==> config.mk <==
export PLATFORM = sky130hd
export DESIGN_NAME = pio_key_irq_master
export DESIGN_NICKNAME = d
export VERILOG_FILES = /design/src/rtl/pio_key_irq_master_pkg.sv /design/src/rtl/pio_key_irq_master.sv
export SDC_FILE = /design/constraint.sdc
export NUM_CORES = 1
export LEC_CHECK = 0
export CORE_MARGIN = 5
export CORE_UTILIZATION = 36
export DETAILED_ROUTE_END_ITERATION = 12
export PLACE_DENSITY = 0.89
export SLEW_MARGIN = 20
export SYNTH_ARGS = -nofsm -noshare
export SYNTH_HDL_FRONTEND = slang
export SYNTH_SLANG_ARGS = --single-unit
==> constraint.sdc <==
create_clock -name clk -period 1.6 [get_ports clk]
set_input_delay 0.16 -clock clk [delete_from_list [all_inputs] [get_ports clk]]
set_output_delay 0.16 -clock clk [all_outputs]
set_load 0.01 [all_outputs]
==> src/rtl/pio_key_irq_master_pkg.sv <==
// Shared definitions for the PIO key interrupt master: the PIO register
// map and the controller state enumeration.
package pio_key_irq_master_pkg;

    // PIO register word addresses
    localparam logic [1:0] PIO_ADDR_DATA = 2'd0;
    localparam logic [1:0] PIO_ADDR_MASK = 2'd2;
    localparam logic [1:0] PIO_ADDR_EDGE = 2'd3;

    // Controller states
    typedef enum logic [2:0] {
        INIT_MASK,
        IDLE,
        RD_CAP,
        RD_WAIT,
        WR_CLR,
        SETTLE
    } state_t;

endpackage

==> src/rtl/pio_key_irq_master.sv <==
// Avalon-MM master that services a key PIO. It programs the interrupt mask
// after reset, then on each interrupt reads the edge-capture register,
// clears the bits it saw and hands them to a consumer as one event word.
// Events arriving before the consumer takes the previous one are merged
// and flagged by a sticky overflow bit.
module pio_key_irq_master
    import pio_key_irq_master_pkg::*;
#(
    parameter int              WIDTH        = 3,
    parameter logic [WIDTH-1:0] MASK_INIT   = '1,
    parameter int              READ_LATENCY = 1
) (
    input  logic             clk,
    input  logic             reset_n,
    output logic [1:0]       avm_address,
    output logic             avm_read,
    output logic             avm_write,
    output logic [31:0]      avm_writedata,
    input  logic [31:0]      avm_readdata,
    input  logic             avm_waitrequest,
    input  logic             irq,
    output logic             event_valid,
    output logic [WIDTH-1:0] event_data,
    input  logic             event_ready,
    output logic             overflow
);

    // Last count value of the read-latency counter, i.e. the cycle on
    // which readdata is valid.
    localparam logic [1:0] LAT_LAST = 2'(READ_LATENCY - 1);

    state_t           state;
    logic [WIDTH-1:0] cap;
    logic [1:0]       lat_count;
    logic [WIDTH-1:0] read_keys;
    logic             unused_readdata;

    // Only the low WIDTH bits of readdata carry key state.
    assign read_keys       = avm_readdata[WIDTH-1:0];
    assign unused_readdata = ^avm_readdata;

    // Controller FSM with registered bus commands and event outputs. A command
    // is loaded into the output registers on the transition into the state
    // that owns it, so it holds unchanged while waitrequest stalls it.
    always_ff @(posedge clk or negedge reset_n) begin
        if (!reset_n) begin
            state         <= INIT_MASK;
            avm_read      <= 1'b0;
            avm_write     <= 1'b0;
            avm_address   <= '0;
            avm_writedata <= '0;
            cap           <= '0;
            lat_count     <= '0;
            event_valid   <= 1'b0;
            event_data    <= '0;
            overflow      <= 1'b0;
        end else begin
            if (event_valid && event_ready) begin
                event_valid <= 1'b0;
            end

            case (state)
                INIT_MASK: begin
                    if (!avm_write) begin
                        avm_write     <= 1'b1;
                        avm_address   <= PIO_ADDR_MASK;
                        avm_writedata <= 32'(MASK_INIT);
                    end else if (!avm_waitrequest) begin
                        avm_write <= 1'b0;
                        state     <= IDLE;
                    end
                end

                IDLE: begin
                    if (irq) begin
                        avm_read    <= 1'b1;
                        avm_address <= PIO_ADDR_EDGE;
                        state       <= RD_CAP;
                    end
                end

                RD_CAP: begin
                    if (!avm_waitrequest) begin
                        avm_read  <= 1'b0;
                        lat_count <= '0;
                        state     <= RD_WAIT;
                    end
                end

                RD_WAIT: begin
                    if (lat_count == LAT_LAST) begin
                        cap <= read_keys;
                        if (read_keys != '0) begin
                            avm_write     <= 1'b1;
                            avm_address   <= PIO_ADDR_EDGE;
                            avm_writedata <= 32'(read_keys);
                            state         <= WR_CLR;
                        end else begin
                            state <= SETTLE;
                        end
                    end else begin
                        lat_count <= lat_count + 2'd1;
                    end
                end

                WR_CLR: begin
                    if (!avm_waitrequest) begin
                        avm_write <= 1'b0;
                        state     <= SETTLE;
                        if (!event_valid || event_ready) begin
                            event_data  <= cap;
                            event_valid <= 1'b1;
                        end else begin
                            event_data <= event_data | cap;
                            overflow   <= 1'b1;
                        end
                    end
                end

                SETTLE: begin
                    state <= IDLE;
                end

                default: begin
                    state <= INIT_MASK;
                end
            endcase
        end
    end

endmodule
==> impl_metrics.toml, run 1 <==
[logic_synthesis]
synth_edf_count = 0
syn-instance-count = 127
syn_area_mm2 = 0.00120
ys_seq_elements = 20
postSynthAreaPerCell_um2 = 9.49
yosysMostFrequentCell = "buf_4"
synth_top_cell_by_area = "dfrtp_1"
synth.area.top_cells = "dfrtp_1, buf_4, nand2_1, o21ai_0, a22o_1"
netlist_top_cells_count = "buf_4, dfrtp_1, nand2_1, o21ai_0, inv_1"
yosysTopAreaCellShare_pct = 41.5
ys_seq_area_share_pct = 41.5
ys.flop_type = "dfrtp_1"
ys_warn_count = 0
async_flop_share_pct = 100
synth_cell_types = 37

[critical_path]
reg2reg_depth = 3
crit_family = "flip-flops"
cp_data_arrival_time_ns = 1.73
regToRegSetupSlack_ns = 0.08
critPathBufInv = 0
path_cells = "nor3b_1 -> or3_1 -> o221a_1"
startpoint_type = "flip-flop"
rr_startpoint = "state[1]"
critical_path.slowest_cell = "dfrtp_1"
r2r_end = "state[0]"
critPathCaptureType = "flip-flop"
max_stage_delay_ns = 0.63
crit_required_ns = 1.80
cp_max_fo = 12
crit_type = "flip-flop to flip-flop"

[floorplan]
die_w_um = 67.9
core.rowCount = 21
pin_count = 78
dieArea_mm2 = 0.00460
core_mm2 = 0.00328
start_util_pct = 36.7
fp.dieH_um = 67.9

[cts]
cts_tree = "built"
cts_root_buffer = "clkbuf_4"
postCtsSetupBuffers = 0
cts_buffers = 3
cts.sinks = 20
cts.clk_slew.worst_paths_ns = 0.12
worst_skew_pair.late_latency_ns = 0.30
cts_max_path_buffers = 2
htree_levels = 1

[outcome]
status = "completed"

[drt]
first_pass_iters = 4
wirelength_um = 2210
vias = 885
drt-vias-per-instance = 4.47
avgRoutedWirePerCell_um = 11.2
drtIter0Drc = 38
drc = 0
ant_nets = 0

[placement]
io_buffers = 19
place.gp.congestion = 0.756
dpl-instance-area_mm2 = 0.00136
dp_hpwl_um = 1700

[global_route]
grt_max_degree = 21
use_met3_pct = 0.493
antenna_found_initial = 0
globalRoute.totalOverflow = 0
grt_util_met2_pct = 18.1
first_global_vias = 821
grt_pass1_wl_um = 3380
gr-usage-all-layers_pct = 9.71
globalRouteMet1Util_pct = 10.4
busiest_layer = "met2"

[final_layout]
n_antenna_cell = 0
multi_input_area_um2 = 541
seqCellArea_um2 = 502
stdcell_area_mm2 = 0.00143
fill_cells = 328
syn_to_final_growth_pct = 18.6
nets = 191
drive_gt1_share_pct = 11.2

[timing]
maxSlewViolCount = 0
setup_viol = 0
fmax_ghz = 0.656
finalCriticalPeriod_ns = 1.52
rsz0062_at_grt = "no"
period_share_pct = 95.2
fin_skew_ns = 0.00255
tns_ns = 0
final-hold-violation-count = 0

[power]
p_leak_nw = 0.676
p_sw_mw = 0.938
power_density_mw_per_mm2 = 1770
internal_power_mw = 1.59
seqPwrFrac_pct = 38.0
ir_drop_v = 0.000453
p_sw_share_pct = 37.1
p_clk_share_pct = 16.4
p_comb_share_pct = 45.7

[min_path]
holdCritPathClass = "input pin to async pin"

[run]
maxCapViolCount = 0
-- layout by cell type, fill, tap and decap left out, drive strengths merged, types with 2 or more instances in the layout --
cell type | synthesis | final
inv | 7 | 7
nor2b | 3 | 3
nor2 | 5 | 5
nor4b | 2 | 2
nand2 | 13 | 13
o21ai | 9 | 9
buf | 34 | 8
conb | 1 | 29
clkdlybuf4s50 | 0 | 19
clkbuf | 0 | 3
o31ai | 2 | 2
nand2b | 3 | 3
dfrtp | 20 | 20
a22o | 4 | 4
nor3 | 2 | 2
a21oi | 2 | 2
-- power by group through the flow --
stage / Sequential, mW / Combinational, mW / Clock [mW]
2_1_floorplan: 0.897 / 0.825 / 0
3_3_place_gp: 0.940 / 1.11 / 0
6_report: 0.961 / 1.16 / 0.414
4_1_cts: 0.940 / 1.15 / 0.416
3_5_place_dp: 0.951 / 1.14 / 0
5_1_grt: 0.996 / 1.29 / 0.440
-- logic make-up after synthesis --
kind of cell	Yosys count	synth area share [%]
fa+ha+maj	1	1.04
buf+inv	41	23.3
flops	20	41.5
simple gates	36	17.7
compound gates	28	16.2
other cells	1	0.311
-- cell type report --
type,instances,share of cell area (%)
Timing Repair Buffer,27,17.5
Clock inverter,1,2.10
Clock buffer,3,1.58
Tap cell,46,4.03
Inverter,7,1.84
Multi-Input combinational cell,94,37.8
Sequential cell,20,35.1
-- stage by stage --
step / setup slack, ns / power [mW] / instances / util, % / hold slack [ns]
final: 0.0766 / 2.53 / 198 / 43.5 / 0.180
after global routing: 0.00555 / 2.73 / 198 / 43.5 / 0.203
after CTS: 0.0743 / 2.51 / 198 / 43.1 / 0.190
after detailed placement: 0.0559 / 2.10 / 194 / 41.5 / 0.468
after global placement: 0.0766 / 2.05 / 194 / 41.5 / 0.451
after floorplan: 0.261 / 1.72 / 155 / - / -0.136
-- timing repair --
action,in CTS,in global routing
gates resized for setup,0,3
endpoints found under the setup margin,0,5
hold buffers,0,0
-- per-layer routing --
metal	vias to the layer above	part of all wire [%]
li1	425	-
met1	428	39
met2	27	52
met3	5	6.2
met4	0	2.5
met5	-	0
-- flip-flops by register name (all words and copies together), names as in the netlist --
register,flops
avm_address,2
avm_read,1
avm_write,1
avm_writedata,3
cap,3
event_data,3
event_valid,1
lat_count,2
overflow,1
state,3
-- how the worst max path moves through the flow --
stage	startpoint	endpoint	cells past startpoint
final	state[1]	state[0]	3
after global routing	state[1]	state[0]	3
after global placement	irq	state[0]	4
after CTS	avm_write	avm_write	1
after floorplan	state[0]	state[0]	4
after detailed placement	irq	state[0]	4
Power figures use the tool's default switching activity.
==> inputs of run 2 (changes only) <==
- CORE_MARGIN: 5 -> 10
==> run 2 against run 1 <==
  * Flip-flop and latch count stayed put
  * Die area is 32% higher
  * Total power is 0.43% lower
  * First-iteration DRC count is 18% higher
  * Largest cell class unchanged
==> impl_metrics.toml, run 2 (synthesis results as in run 1) <==
[drt]
wirelength_um = 2460
vias = 877
first_pass_iters = 4
drc = 0
drt-vias-per-instance = 4.47
ant_nets = 0
avgRoutedWirePerCell_um = 12.5
drtIter0Drc = 45

[cts]
holdBufCountCts = 0
postCtsSetupBuffers = 0
cts.sinks = 20
htree_levels = 1
worst_skew_pair.late_latency_ns = 0.30
cts.clk_slew.worst_paths_ns = 0.11
cts_root_buffer = "clkbuf_4"
cts_buffers = 3
cts_tree = "built"
cts_max_path_buffers = 2

[timing]
setup_viol = 0
rsz0062_at_grt = "no"
tns_ns = 0
period_share_pct = 90.9
fmax_ghz = 0.688
final-hold-violation-count = 0
fin_ws_ns = 0.146
fin_skew_ns = 0.00486
finalCriticalPeriod_ns = 1.45
maxSlewViolCount = 0

[final_layout]
mostFrequentLayoutCells = "conb_1, clkdlybuf4s50_1, dfrtp_1"
mostFrequentLayoutCell = "conb_1"
fin_util_pct = 45.6
n_antenna_cell = 0
syn_to_final_growth_pct = 18.5
nets = 191
drive_gt1_share_pct = 11.8

[critical_path]
crit_type = "flip-flop to primary output"
critical_path.slowest_cell = "clkdlybuf4s50_1"
crit_required_ns = 1.44
max_stage_delay_ns = 0.56
critPathCaptureType = "primary output"
crit_family = "buffers and inverters"
startpoint_type = "flip-flop"
cp_data_arrival_time_ns = 1.29
rr_startpoint = "state[0]"
critPathBufInv = 1
cp_max_fo = 6
path_cells = "clkdlybuf4s50_1"
cp-startpoint = "avm_write"

[floorplan]
core.rowCount = 20
fp.dieH_um = 77.9
core_mm2 = 0.00313
pin_count = 78
die_w_um = 77.9
start_util_pct = 38.5
dieArea_mm2 = 0.00606

[global_route]
grt_max_degree = 21
antenna_found_initial = 0
globalRoute.totalOverflow = 0
grt_pass1_wl_um = 4170
gr-usage-all-layers_pct = 8.21
first_global_vias = 915

[min_path]
holdCritPathClass = "input pin to async pin"

[outcome]
status = "completed"

[placement]
io_buffers = 19
dp_hpwl_um = 2020
place_ws_ns = 0.0812
place.gp.congestion = 0.763

[power]
power_density_mw_per_mm2 = 1760
ir_drop_v = 0.000374
p_leak_nw = 0.675

[run]
maxCapViolCount = 0
run 2: what timing repair did:
action | 4_1_cts | 5_1_grt
endpoints found under the setup margin | 0 | 4
endpoints found under the hold margin | 0 | 0
resized for setup | 0 | 4
run 2: where the power goes:
part,internal [mW],switching [mW]
clock,0.253,0.150
combinational,0.623,0.539
sequential,0.719,0.235
total,1.60,0.924
run 2: area by class of cell:
cell class	instances	area (um^2)
flip-flops and latches	20	503
clock buffers	3	22.5
fillers	326	1700
well taps	44	55.1
inverters	7	26.3
repair buffers	27	250
multi-input cells	94	541
clock inverters	1	30.0
run 2: worst paths after layout:
kind,cells after the start,slack [ns],end
min in group clk,3,0.45,cap[0]
hold / removal,2,0.19,overflow
max in group asynchronous,2,1.19,avm_write
hold reg to reg,1,0.49,overflow
setup / recovery,1,0.15,avm_write
setup reg to reg,3,0.17,state[0]
run 2: routing by layer:
layer | up-vias | global-route usage (%) | share of wire (%)
met2 | 39 | 13.7 | 51
met1 | 407 | 9.07 | 41
li1 | 427 | - | -
met5 | - | 0 | 0
met3 | 4 | 2.07 | 5.7
met4 | 0 | 5.29 | 1.3
run 2: through the flow:
| stage | cells | hold WS [ns] | total power [mW] | instance area, um^2 |
|---|---|---|---|---|
| 6_report | 196 | 0.187 | 2.52 | 1430 |
| 5_1_grt | 196 | 0.211 | 2.75 | 1430 |
| 4_1_cts | 196 | 0.193 | 2.51 | 1410 |
| 3_5_place_dp | 192 | 0.468 | 2.10 | 1360 |
| 3_3_place_gp | 192 | 0.451 | 2.06 | 1360 |
| 2_1_floorplan | 155 | -0.136 | 1.72 | 1310 |
run 2: worst register-to-register path, stage by stage (launching register included):
cell	delay, ns
dfrtp_1	0.49
nor3b_1	0.19
or3_1	0.38
o221a_1	0.27
